--- config.mk ---
export PLATFORM = sky130hd
export DESIGN_NAME = centroid_engine
export DESIGN_NICKNAME = d
export VERILOG_FILES = /design/src/rtl/centroid_pkg.sv /design/src/rtl/centroid_divider.sv /design/src/rtl/centroid_engine.sv
export SDC_FILE = /design/constraint.sdc
export NUM_CORES = 2
export LEC_CHECK = 0
export CAP_MARGIN = 20
export CORE_ASPECT_RATIO = 1.1
export CORE_MARGIN = 10
export CORE_UTILIZATION = 30
export CTS_BUF_LIST = sky130_fd_sc_hd__clkbuf_2 sky130_fd_sc_hd__clkbuf_4 sky130_fd_sc_hd__clkbuf_8
export DETAILED_ROUTE_END_ITERATION = 16
export PLACE_DENSITY_LB_ADDON = 0.3
export SLEW_MARGIN = 20
export SYNTH_ARGS = -nofsm -noshare
export SYNTH_HDL_FRONTEND = slang
export SYNTH_SLANG_ARGS = --single-unit
--- constraint.sdc ---
create_clock -name clk_in -period 27.2 [get_ports clk_in]
set_input_delay 4.08 -clock clk_in [delete_from_list [all_inputs] [get_ports clk_in]]
set_output_delay 4.08 -clock clk_in [all_outputs]
set_load 0.05 [all_outputs]
--- src/rtl/centroid_pkg.sv ---
// Shared types and default widths for the centroid engine.
//   state_e  : result-sequencer FSM states
//   result_t : one per-channel result as presented on the output port
//   *_DEF    : default parameter values used by the top and the divider
package centroid_pkg;

  localparam int unsigned H_WIDTH_DEF   = 11;
  localparam int unsigned V_WIDTH_DEF   = 10;
  localparam int unsigned ACC_WIDTH_DEF = 32;
  localparam int unsigned NUM_CH_DEF    = 2;
  localparam int unsigned CH_WIDTH_DEF  = (NUM_CH_DEF > 1) ? $clog2(NUM_CH_DEF) : 1;

  typedef enum logic [1:0] {
    IDLE   = 2'd0,
    LOAD   = 2'd1,
    DIVIDE = 2'd2,
    EMIT   = 2'd3
  } state_e;

  // Field widths track the default parameters of centroid_engine.
  typedef struct packed {
    logic [H_WIDTH_DEF-1:0]   x;
    logic [V_WIDTH_DEF-1:0]   y;
    logic [ACC_WIDTH_DEF-1:0] count;
    logic [CH_WIDTH_DEF-1:0]  ch;
    logic                     empty;
  } result_t;

endpackage

--- src/rtl/centroid_divider.sv ---
// Restoring unsigned divider, one quotient bit per clock.
// The first quotient bit is resolved on the start edge, so done_out pulses
// for one cycle exactly WIDTH cycles after start_in was presented.
//   clk_in, rst_in : clock, asynchronous active-high reset
//   start_in       : latch operands and begin (divisor must be non-zero)
//   dividend_in    : dividend
//   divisor_in     : divisor
//   quotient_out   : low Q_WIDTH bits of the quotient, held after done
//   done_out       : one-cycle completion pulse
module centroid_divider
  import centroid_pkg::*;
#(
  parameter int unsigned WIDTH   = ACC_WIDTH_DEF,
  parameter int unsigned Q_WIDTH = WIDTH
) (
  input  logic               clk_in,
  input  logic               rst_in,
  input  logic               start_in,
  input  logic [WIDTH-1:0]   dividend_in,
  input  logic [WIDTH-1:0]   divisor_in,
  output logic [Q_WIDTH-1:0] quotient_out,
  output logic               done_out
);

  localparam int unsigned CNT_W = $clog2(WIDTH + 1);

  logic [WIDTH-1:0] rem_q, rem_d;
  logic [WIDTH-1:0] quo_q, quo_d;
  logic [WIDTH-1:0] div_q, div_d;
  logic [CNT_W-1:0] cnt_q, cnt_d;
  logic             run_q, run_d;
  logic             done_q, done_d;

  logic [WIDTH-1:0] src_rem_c, src_quo_c, src_div_c;
  logic [WIDTH:0]   shift_c, diff_c;

  // One restoring step; on start the step operates directly on the operands.
  always_comb begin
    src_rem_c = start_in ? '0 : rem_q;
    src_quo_c = start_in ? dividend_in : quo_q;
    src_div_c = start_in ? divisor_in : div_q;
    shift_c   = {src_rem_c, src_quo_c[WIDTH-1]};
    diff_c    = shift_c - {1'b0, src_div_c};

    rem_d  = rem_q;
    quo_d  = quo_q;
    div_d  = div_q;
    cnt_d  = cnt_q;
    run_d  = run_q;
    done_d = 1'b0;

    if (start_in || run_q) begin
      rem_d = diff_c[WIDTH] ? shift_c[WIDTH-1:0] : diff_c[WIDTH-1:0];
      quo_d = {src_quo_c[WIDTH-2:0], ~diff_c[WIDTH]};
      div_d = src_div_c;
      if (start_in) begin
        cnt_d = CNT_W'(WIDTH - 1);
        run_d = 1'b1;
      end else begin
        cnt_d = cnt_q - CNT_W'(1);
        if (cnt_q == CNT_W'(1)) begin
          run_d  = 1'b0;
          done_d = 1'b1;
        end
      end
    end
  end

  always_ff @(posedge clk_in or posedge rst_in) begin
    if (rst_in) begin
      rem_q  <= '0;
      quo_q  <= '0;
      div_q  <= '0;
      cnt_q  <= '0;
      run_q  <= 1'b0;
      done_q <= 1'b0;
    end else begin
      rem_q  <= rem_d;
      quo_q  <= quo_d;
      div_q  <= div_d;
      cnt_q  <= cnt_d;
      run_q  <= run_d;
      done_q <= done_d;
    end
  end

  assign quotient_out = quo_q[Q_WIDTH-1:0];
  assign done_out     = done_q;

endmodule

--- src/rtl/centroid_engine.sv ---
// Multi-channel centroid engine. Accumulates sum-x, sum-y and pixel count per
// channel over a frame; on tabulate_in the sums are snapshotted and divided in
// the background while the next frame accumulates, then one result per channel
// is emitted in channel order.
//   clk_in, rst_in        : pixel clock, asynchronous active-high reset
//   x_in, y_in, ch_in     : pixel coordinate and channel
//   valid_in              : accumulate this pixel
//   tabulate_in           : frame-end strobe
//   x_out, y_out          : centroid of ch_out (0 when empty_out)
//   count_out, ch_out     : pixel count and channel of the result
//   empty_out, valid_out  : channel had no pixels / one-cycle result strobe
//   busy_out, overrun_out : results pending / tabulate rejected while busy
// Optional macro CENTROID_BBOX_EN adds per-channel bounding box outputs
// bbox_{x,y}_{min,max}_out, valid alongside valid_out.
module centroid_engine
  import centroid_pkg::*;
#(
  parameter  int unsigned H_WIDTH   = H_WIDTH_DEF,
  parameter  int unsigned V_WIDTH   = V_WIDTH_DEF,
  parameter  int unsigned ACC_WIDTH = ACC_WIDTH_DEF,
  parameter  int unsigned NUM_CH    = NUM_CH_DEF,
  localparam int unsigned CH_WIDTH  = (NUM_CH > 1) ? $clog2(NUM_CH) : 1
) (
  input  logic                 clk_in,
  input  logic                 rst_in,
  input  logic [H_WIDTH-1:0]   x_in,
  input  logic [V_WIDTH-1:0]   y_in,
  input  logic [CH_WIDTH-1:0]  ch_in,
  input  logic                 valid_in,
  input  logic                 tabulate_in,
  output logic [H_WIDTH-1:0]   x_out,
  output logic [V_WIDTH-1:0]   y_out,
  output logic [ACC_WIDTH-1:0] count_out,
  output logic [CH_WIDTH-1:0]  ch_out,
  output logic                 empty_out,
  output logic                 valid_out,
  output logic                 busy_out,
  output logic                 overrun_out
`ifdef CENTROID_BBOX_EN
  ,
  output logic [H_WIDTH-1:0]   bbox_x_min_out,
  output logic [H_WIDTH-1:0]   bbox_x_max_out,
  output logic [V_WIDTH-1:0]   bbox_y_min_out,
  output logic [V_WIDTH-1:0]   bbox_y_max_out
`endif
);

  state_e               state_q, state_d;
  logic [CH_WIDTH-1:0]  ch_q, ch_d;
  result_t              res_q, res_d;
  logic                 valid_q, valid_d;
  logic                 overrun_q, overrun_d;

  logic [ACC_WIDTH-1:0] sum_x_q [NUM_CH];
  logic [ACC_WIDTH-1:0] sum_x_d [NUM_CH];
  logic [ACC_WIDTH-1:0] sum_y_q [NUM_CH];
  logic [ACC_WIDTH-1:0] sum_y_d [NUM_CH];
  logic [ACC_WIDTH-1:0] cnt_q   [NUM_CH];
  logic [ACC_WIDTH-1:0] cnt_d   [NUM_CH];
  logic [ACC_WIDTH-1:0] snap_sx_q  [NUM_CH];
  logic [ACC_WIDTH-1:0] snap_sx_d  [NUM_CH];
  logic [ACC_WIDTH-1:0] snap_sy_q  [NUM_CH];
  logic [ACC_WIDTH-1:0] snap_sy_d  [NUM_CH];
  logic [ACC_WIDTH-1:0] snap_cnt_q [NUM_CH];
  logic [ACC_WIDTH-1:0] snap_cnt_d [NUM_CH];

  logic                 hit_c     [NUM_CH];
  logic [ACC_WIDTH-1:0] add_sx_c  [NUM_CH];
  logic [ACC_WIDTH-1:0] add_sy_c  [NUM_CH];
  logic [ACC_WIDTH-1:0] add_cnt_c [NUM_CH];

  logic                 tab_accept_c;
  logic                 start_c;
  logic                 cur_empty_c;
  logic [H_WIDTH-1:0]   quo_x_c;
  logic [V_WIDTH-1:0]   quo_y_c;
  logic                 done_x_c, done_y_c;

  assign tab_accept_c = tabulate_in && (state_q == IDLE);

  // Live accumulators; a pixel arriving with an accepted tabulate joins the closing frame.
  always_comb begin
    for (int c = 0; c < NUM_CH; c++) begin
      hit_c[c]      = valid_in && (ch_in == CH_WIDTH'(c));
      add_sx_c[c]   = sum_x_q[c] + (hit_c[c] ? ACC_WIDTH'(x_in) : '0);
      add_sy_c[c]   = sum_y_q[c] + (hit_c[c] ? ACC_WIDTH'(y_in) : '0);
      add_cnt_c[c]  = cnt_q[c] + (hit_c[c] ? ACC_WIDTH'(1) : '0);
      sum_x_d[c]    = tab_accept_c ? '0 : add_sx_c[c];
      sum_y_d[c]    = tab_accept_c ? '0 : add_sy_c[c];
      cnt_d[c]      = tab_accept_c ? '0 : add_cnt_c[c];
      snap_sx_d[c]  = tab_accept_c ? add_sx_c[c]  : snap_sx_q[c];
      snap_sy_d[c]  = tab_accept_c ? add_sy_c[c]  : snap_sy_q[c];
      snap_cnt_d[c] = tab_accept_c ? add_cnt_c[c] : snap_cnt_q[c];
    end
  end

  // Result sequencer: walk channels, dividing the non-empty ones.
  always_comb begin
    state_d     = state_q;
    ch_d        = ch_q;
    res_d       = res_q;
    valid_d     = 1'b0;
    overrun_d   = tabulate_in && (state_q != IDLE);
    start_c     = 1'b0;
    cur_empty_c = (snap_cnt_q[ch_q] == '0);

    case (state_q)
      IDLE: begin
        if (tab_accept_c) begin
          state_d = LOAD;
          ch_d    = '0;
        end
      end
      LOAD: begin
        if (cur_empty_c) begin
          state_d = EMIT;
        end else begin
          start_c = 1'b1;
          state_d = DIVIDE;
        end
      end
      DIVIDE: begin
        if (done_x_c && done_y_c) begin
          state_d = EMIT;
        end
      end
      EMIT: begin
        valid_d     = 1'b1;
        res_d.x     = cur_empty_c ? '0 : H_WIDTH_DEF'(quo_x_c);
        res_d.y     = cur_empty_c ? '0 : V_WIDTH_DEF'(quo_y_c);
        res_d.count = ACC_WIDTH_DEF'(snap_cnt_q[ch_q]);
        res_d.ch    = CH_WIDTH_DEF'(ch_q);
        res_d.empty = cur_empty_c;
        if (ch_q == CH_WIDTH'(NUM_CH - 1)) begin
          state_d = IDLE;
          ch_d    = '0;
        end else begin
          state_d = LOAD;
          ch_d    = ch_q + CH_WIDTH'(1);
        end
      end
      default: state_d = IDLE;
    endcase
  end

  always_ff @(posedge clk_in or posedge rst_in) begin
    if (rst_in) begin
      state_q   <= IDLE;
      ch_q      <= '0;
      res_q     <= '0;
      valid_q   <= 1'b0;
      overrun_q <= 1'b0;
      for (int c = 0; c < NUM_CH; c++) begin
        sum_x_q[c]    <= '0;
        sum_y_q[c]    <= '0;
        cnt_q[c]      <= '0;
        snap_sx_q[c]  <= '0;
        snap_sy_q[c]  <= '0;
        snap_cnt_q[c] <= '0;
      end
    end else begin
      state_q   <= state_d;
      ch_q      <= ch_d;
      res_q     <= res_d;
      valid_q   <= valid_d;
      overrun_q <= overrun_d;
      for (int c = 0; c < NUM_CH; c++) begin
        sum_x_q[c]    <= sum_x_d[c];
        sum_y_q[c]    <= sum_y_d[c];
        cnt_q[c]      <= cnt_d[c];
        snap_sx_q[c]  <= snap_sx_d[c];
        snap_sy_q[c]  <= snap_sy_d[c];
        snap_cnt_q[c] <= snap_cnt_d[c];
      end
    end
  end

  centroid_divider #(.WIDTH(ACC_WIDTH), .Q_WIDTH(H_WIDTH)) u_div_x (
    .clk_in       (clk_in),
    .rst_in       (rst_in),
    .start_in     (start_c),
    .dividend_in  (snap_sx_q[ch_q]),
    .divisor_in   (snap_cnt_q[ch_q]),
    .quotient_out (quo_x_c),
    .done_out     (done_x_c)
  );

  centroid_divider #(.WIDTH(ACC_WIDTH), .Q_WIDTH(V_WIDTH)) u_div_y (
    .clk_in       (clk_in),
    .rst_in       (rst_in),
    .start_in     (start_c),
    .dividend_in  (snap_sy_q[ch_q]),
    .divisor_in   (snap_cnt_q[ch_q]),
    .quotient_out (quo_y_c),
    .done_out     (done_y_c)
  );

  assign x_out       = H_WIDTH'(res_q.x);
  assign y_out       = V_WIDTH'(res_q.y);
  assign count_out   = ACC_WIDTH'(res_q.count);
  assign ch_out      = CH_WIDTH'(res_q.ch);
  assign empty_out   = res_q.empty;
  assign valid_out   = valid_q;
  assign busy_out    = (state_q != IDLE);
  assign overrun_out = overrun_q;

`ifdef CENTROID_BBOX_EN
  logic [H_WIDTH-1:0] xmin_q [NUM_CH];
  logic [H_WIDTH-1:0] xmin_d [NUM_CH];
  logic [H_WIDTH-1:0] xmax_q [NUM_CH];
  logic [H_WIDTH-1:0] xmax_d [NUM_CH];
  logic [V_WIDTH-1:0] ymin_q [NUM_CH];
  logic [V_WIDTH-1:0] ymin_d [NUM_CH];
  logic [V_WIDTH-1:0] ymax_q [NUM_CH];
  logic [V_WIDTH-1:0] ymax_d [NUM_CH];
  logic [H_WIDTH-1:0] snap_xmin_q [NUM_CH];
  logic [H_WIDTH-1:0] snap_xmin_d [NUM_CH];
  logic [H_WIDTH-1:0] snap_xmax_q [NUM_CH];
  logic [H_WIDTH-1:0] snap_xmax_d [NUM_CH];
  logic [V_WIDTH-1:0] snap_ymin_q [NUM_CH];
  logic [V_WIDTH-1:0] snap_ymin_d [NUM_CH];
  logic [V_WIDTH-1:0] snap_ymax_q [NUM_CH];
  logic [V_WIDTH-1:0] snap_ymax_d [NUM_CH];
  logic [H_WIDTH-1:0] nx_min_c [NUM_CH];
  logic [H_WIDTH-1:0] nx_max_c [NUM_CH];
  logic [V_WIDTH-1:0] ny_min_c [NUM_CH];
  logic [V_WIDTH-1:0] ny_max_c [NUM_CH];
  logic [H_WIDTH-1:0] bb_xmin_q, bb_xmin_d, bb_xmax_q, bb_xmax_d;
  logic [V_WIDTH-1:0] bb_ymin_q, bb_ymin_d, bb_ymax_q, bb_ymax_d;

  // Bounding box trackers follow the same snapshot/clear rule as the sums.
  always_comb begin
    for (int c = 0; c < NUM_CH; c++) begin
      nx_min_c[c]    = (hit_c[c] && (x_in < xmin_q[c])) ? x_in : xmin_q[c];
      nx_max_c[c]    = (hit_c[c] && (x_in > xmax_q[c])) ? x_in : xmax_q[c];
      ny_min_c[c]    = (hit_c[c] && (y_in < ymin_q[c])) ? y_in : ymin_q[c];
      ny_max_c[c]    = (hit_c[c] && (y_in > ymax_q[c])) ? y_in : ymax_q[c];
      xmin_d[c]      = tab_accept_c ? '1 : nx_min_c[c];
      xmax_d[c]      = tab_accept_c ? '0 : nx_max_c[c];
      ymin_d[c]      = tab_accept_c ? '1 : ny_min_c[c];
      ymax_d[c]      = tab_accept_c ? '0 : ny_max_c[c];
      snap_xmin_d[c] = tab_accept_c ? nx_min_c[c] : snap_xmin_q[c];
      snap_xmax_d[c] = tab_accept_c ? nx_max_c[c] : snap_xmax_q[c];
      snap_ymin_d[c] = tab_accept_c ? ny_min_c[c] : snap_ymin_q[c];
      snap_ymax_d[c] = tab_accept_c ? ny_max_c[c] : snap_ymax_q[c];
    end
    bb_xmin_d = bb_xmin_q;
    bb_xmax_d = bb_xmax_q;
    bb_ymin_d = bb_ymin_q;
    bb_ymax_d = bb_ymax_q;
    if (state_q == EMIT) begin
      bb_xmin_d = cur_empty_c ? '0 : snap_xmin_q[ch_q];
      bb_xmax_d = cur_empty_c ? '0 : snap_xmax_q[ch_q];
      bb_ymin_d = cur_empty_c ? '0 : snap_ymin_q[ch_q];
      bb_ymax_d = cur_empty_c ? '0 : snap_ymax_q[ch_q];
    end
  end

  always_ff @(posedge clk_in or posedge rst_in) begin
    if (rst_in) begin
      bb_xmin_q <= '0;
      bb_xmax_q <= '0;
      bb_ymin_q <= '0;
      bb_ymax_q <= '0;
      for (int c = 0; c < NUM_CH; c++) begin
        xmin_q[c]      <= '1;
        xmax_q[c]      <= '0;
        ymin_q[c]      <= '1;
        ymax_q[c]      <= '0;
        snap_xmin_q[c] <= '0;
        snap_xmax_q[c] <= '0;
        snap_ymin_q[c] <= '0;
        snap_ymax_q[c] <= '0;
      end
    end else begin
      bb_xmin_q <= bb_xmin_d;
      bb_xmax_q <= bb_xmax_d;
      bb_ymin_q <= bb_ymin_d;
      bb_ymax_q <= bb_ymax_d;
      for (int c = 0; c < NUM_CH; c++) begin
        xmin_q[c]      <= xmin_d[c];
        xmax_q[c]      <= xmax_d[c];
        ymin_q[c]      <= ymin_d[c];
        ymax_q[c]      <= ymax_d[c];
        snap_xmin_q[c] <= snap_xmin_d[c];
        snap_xmax_q[c] <= snap_xmax_d[c];
        snap_ymin_q[c] <= snap_ymin_d[c];
        snap_ymax_q[c] <= snap_ymax_d[c];
      end
    end
  end

  assign bbox_x_min_out = bb_xmin_q;
  assign bbox_x_max_out = bb_xmax_q;
  assign bbox_y_min_out = bb_ymin_q;
  assign bbox_y_max_out = bb_ymax_q;
`endif

endmodule
==> flow_summary.json <==
{
  "min_period_ps": 8041,
  "utilization": 0.3463,
  "grt_pass1_wl_um": 135900,
  "r2r_end": "u_div_x.rem_q[26]$_DFFE_PP0P_",
  "postLayoutSetupSlackWorst_ps": 19160,
  "synth_cell_types": 83,
  "crit_path_start_kind": "input pin",
  "cp_slowest_cell": "sky130_fd_sc_hd__clkdlybuf4s50_1",
  "top_level_ports": 84,
  "syn-mean-instance-area_um2": 9.359,
  "clk_path_buf_depth": 3,
  "fin_skew_ps": 59.58,
  "cellPowerDensity_nw_per_um2": 142.9,
  "ff2ff_setup_slack_ps": 20630,
  "critical_path.endpoint_type": "register",
  "gp_congestion": 0.8294,
  "summed_negative_setup_slack_over_all_endpoints_ps": 0,
  "cts.repair_timing.setup_buffer_count": 0,
  "worst_pin_slew_ps": 1121,
  "half_perimeter_wire_length_after_detailed_placement_um": 56270,
  "cp_data_required_time_ps": 27800,
  "cts-resized-gates": 0,
  "startpoint": "valid_in",
  "final_layout_size_suffix_gt1_frac": 0.07330,
  "worst-path-max-fanout": 22,
  "final_cell_mix": "sky130_fd_sc_hd__dfrtp_1 (649), sky130_fd_sc_hd__nand2_1 (431), sky130_fd_sc_hd__nor2_1 (362), sky130_fd_sc_hd__o21ai_0 (283), sky130_fd_sc_hd__a21oi_1 (216)",
  "cp_num_cells": 16,
  "timing.critical_path.cells": "clkdlybuf4s50_1, nor2b_2, and2_1, ha_1, inv_1, fa_1, nor2b_1, o21ai_0, a21oi_1, o21ai_0, a21oi_1, o21ai_0, a21boi_1, o21ai_0, xor2_1, o21ai_0",
  "io_buffers": 83,
  "critical_path.reg2reg.startpoint": "snap_cnt_q[17]$_DFFE_PP0P_",
  "syn2layout_area_growth_pct": 14.16,
  "placement.setup.worst_slack_ps": 18370,
  "setup_viol_count_final": 0,
  "outcome": "finished clean",
  "kind_of_path_behind_the_tightest_hold_check": "register to register",
  "clk_pin_slew_worst_paths_ps": 60,
  "ys_dominant_reg_cell": "sky130_fd_sc_hd__dfrtp_1",
  "vdd_ir_drop_max_mv": 0.1307,
  "grt_pass1_vias": 25169,
  "postSynthCellCount": 3544,
  "design.core.area_um2": 109300,
  "global_route.overflow_total": 0,
  "synth-edff-count": 0,
  "leading_area_contributor_after_synthesis": "sky130_fd_sc_hd__dfrtp_1",
  "mappedNetlistArea_um2": 33170,
  "synth_warnings": 0,
  "max_freq_mhz": 124.4,
  "rows": 127,
  "fin_crit_sh": 0.2956,
  "max-slew-margin-rel": 0.2524,
  "fin_cells": 5090,
  "synth_top_cell_area_share": 0.4919,
  "tritoncts.num_buffers": 115,
  "nFillCells": 11277,
  "clk-insertion-delay-late_ps": 790,
  "detailroute.via_count": 24578,
  "cts.root.buffer_cell": "sky130_fd_sc_hd__clkbuf_8",
  "setup.worst_path.end": "snap_sy_q[48]$_DFFE_PP0P_",
  "die-width_um": 337.0,
  "cts_tree": "done",
  "seq_area_frac_synth": 0.4919,
  "kind_of_critical_path": "input pin to register",
  "layout.cells.most_common": "sky130_fd_sc_hd__dfrtp_1",
  "number_of_endpoints_with_negative_hold_slack_in_the_final_report": 0,
  "final-max-slew-violation-count": 0,
  "h_tree_levels": 3,
  "postRouteWirelength_um": 83390,
  "holdBufCountCts": 0,
  "numPlacedInstances": 4887,
  "p_leak_nw": 17.03,
  "layout.nets": 3735,
  "drt-initial-drc-count": 1417,
  "synth_top_cells_by_area": "sky130_fd_sc_hd__dfrtp_1 (49%), sky130_fd_sc_hd__nand2_1 (4.9%), sky130_fd_sc_hd__ha_1 (4.5%)",
  "die_ar_um2": 124300,
  "cts.sinks": 652,
  "avgRoutedWirePerCell_um": 16.38,
  "finalInstanceArea_um2": 37860,
  "cap_viol_max_count": 0,
  "grt_setup_unrepaired": "no",
  "initial_cell_density_of_the_core": 0.3034,
  "path_buf_inv": 2,
  "path_common_cell": "sky130_fd_sc_hd__o21ai_0",
  "synth-async-reset-ratio": 1.000,
  "postSynthNetCount": 3694,
  "critical_path.top_delay_family": "compound AO/OA/AOI/OAI gates",
  "max_stage_delay_ps": 870,
  "remaining_drc_errors": 0,
  "detailed_place.area_um2": 35330,
  "die-height_um": 368.7,
  "ant_nets": 0,
  "synth_seq_cells": 652,
  "worst-r2r-cell-count": 20,
  "track_usage": 0.1334,
  "post_drt_via_cell_ratio": 4.829,
  "initial_antenna_violation_count": 1,
  "worst-endpoint-arrival_ps": 8640,
  "firstDrtPassIters": 6,
  "maximum_number_of_pins_on_one_net_before_global_route_repair": 130,
  "timing.hold.ws_ps": 469.0,
  "p_total_mw": 5.411
}
## state kept, by name (all words and copies together), names as in the netlist, 2 cells and up
name / cells
cnt_q: 64
snap_cnt_q: 64
snap_sx_q: 64
snap_sy_q: 64
sum_x_q: 64
sum_y_q: 64
count_out: 32
u_div_x.div_q: 32
u_div_x.quo_q: 32
u_div_x.rem_q: 32
u_div_y.div_q: 32
u_div_y.quo_q: 32
u_div_y.rem_q: 32
x_out: 11
y_out: 10
u_div_x.cnt_q: 6
u_div_y.cnt_q: 6
state_q: 2
## how the worst min path moves through the flow
stage	slack (ps)	to	cells past startpoint	from
floorplan	440	snap_sx_q[32]$_DFFE_PP0P_	2	snap_sx_q[32]$_DFFE_PP0P_
CTS	470	snap_sx_q[32]$_DFFE_PP0P_	2	snap_sx_q[32]$_DFFE_PP0P_
global route	490	snap_sx_q[32]$_DFFE_PP0P_	2	snap_sx_q[32]$_DFFE_PP0P_
detailed placement	460	snap_sx_q[32]$_DFFE_PP0P_	2	snap_sx_q[32]$_DFFE_PP0P_
global placement	450	u_div_x.rem_q[5]$_DFFE_PP0P_	2	u_div_x.rem_q[5]$_DFFE_PP0P_
finish	470	snap_sx_q[32]$_DFFE_PP0P_	2	snap_sx_q[32]$_DFFE_PP0P_
## worst reg2reg max path: stages (launching register included)
cell and delay (ps):
sky130_fd_sc_hd__dfrtp_1 420, sky130_fd_sc_hd__nor4_1 510, sky130_fd_sc_hd__and4_1 360, sky130_fd_sc_hd__nand3_1 390, sky130_fd_sc_hd__nand3_4 490, sky130_fd_sc_hd__buf_4 460
sky130_fd_sc_hd__buf_4 420, sky130_fd_sc_hd__nor2_1 100, sky130_fd_sc_hd__a21oi_1 320, sky130_fd_sc_hd__ha_1 260, sky130_fd_sc_hd__fa_1 220, sky130_fd_sc_hd__nor2b_1 70
sky130_fd_sc_hd__o2111ai_1 230, sky130_fd_sc_hd__a21oi_1 190, sky130_fd_sc_hd__o211ai_2 250, sky130_fd_sc_hd__nand4_1 190, sky130_fd_sc_hd__a2111o_1 460, sky130_fd_sc_hd__nand3_4 400
sky130_fd_sc_hd__nor2_4 170, sky130_fd_sc_hd__a22o_1 270, sky130_fd_sc_hd__a221o_1 290
## final cells by class
type | instances | area (um2) | area share
tap | 1419 | 1775 | 0.04689
inverter | 156 | 593.1 | 0.01566
antenna | 1 | 2.502 | 0.00006609
clock buffer | 174 | 2188 | 0.05780
sequential | 652 | 16320 | 0.4311
multi-input combinational | 2548 | 15600 | 0.4119
timing repair buffer | 112 | 1049 | 0.02769
clock inverter | 28 | 339.1 | 0.008955
## power by group
group          switching (mW)  leakage [nW]  internal [mW]
sequential              0.156          8.45           1.28
clock                   0.428          1.34          0.571
combinational            1.83          7.23           1.15
total                    2.41          17.0           3.00
## routing by layer
metal / vias to the layer above / GRT usage / wire [um]
li1: 12227 / - / -
met1: 11858 / 0.1813 / 40250
met2: 372 / 0.2134 / 37760
met3: 121 / 0.02552 / 3629
met4: 0 / 0.03891 / 1750
met5: - / 0 / 0
## cell families after synthesis
kind of cell               Yosys count  share of synthesized area
adders and majority gates          124                    0.04813
DFF                                652                     0.4919
buffers and inverters              344                    0.04025
xor gates and xnor gates           238                    0.06307
muxes                              104                    0.03142
and+or+nand+nor                   1265                     0.1772
AOI/OAI and AO/OA                  817                     0.1480
## cells in the mapped netlist (20+ instances only)
library cell               count
sky130_fd_sc_hd__a211oi_1     68
sky130_fd_sc_hd__a21o_1       27
sky130_fd_sc_hd__a21oi_1     216
sky130_fd_sc_hd__and2_1       94
sky130_fd_sc_hd__and3_1       59
sky130_fd_sc_hd__clkbuf_1    161
sky130_fd_sc_hd__dfrtp_1     652
sky130_fd_sc_hd__ha_1        118
sky130_fd_sc_hd__inv_1       156
sky130_fd_sc_hd__mux2i_1     103
sky130_fd_sc_hd__nand2_1     432
sky130_fd_sc_hd__nand2b_1     23
sky130_fd_sc_hd__nand3_1      70
sky130_fd_sc_hd__nand4_1      43
sky130_fd_sc_hd__nor2_1      364
sky130_fd_sc_hd__nor2b_1      81
sky130_fd_sc_hd__nor3_1       36
sky130_fd_sc_hd__nor4_1       20
sky130_fd_sc_hd__o211ai_1     27
sky130_fd_sc_hd__o21a_1       47
sky130_fd_sc_hd__o21ai_0     283
sky130_fd_sc_hd__o21ai_1      27
sky130_fd_sc_hd__o22ai_1      27
sky130_fd_sc_hd__xnor2_1     106
sky130_fd_sc_hd__xor2_1      131
Note: power is estimated with default switching activity, not from simulation.
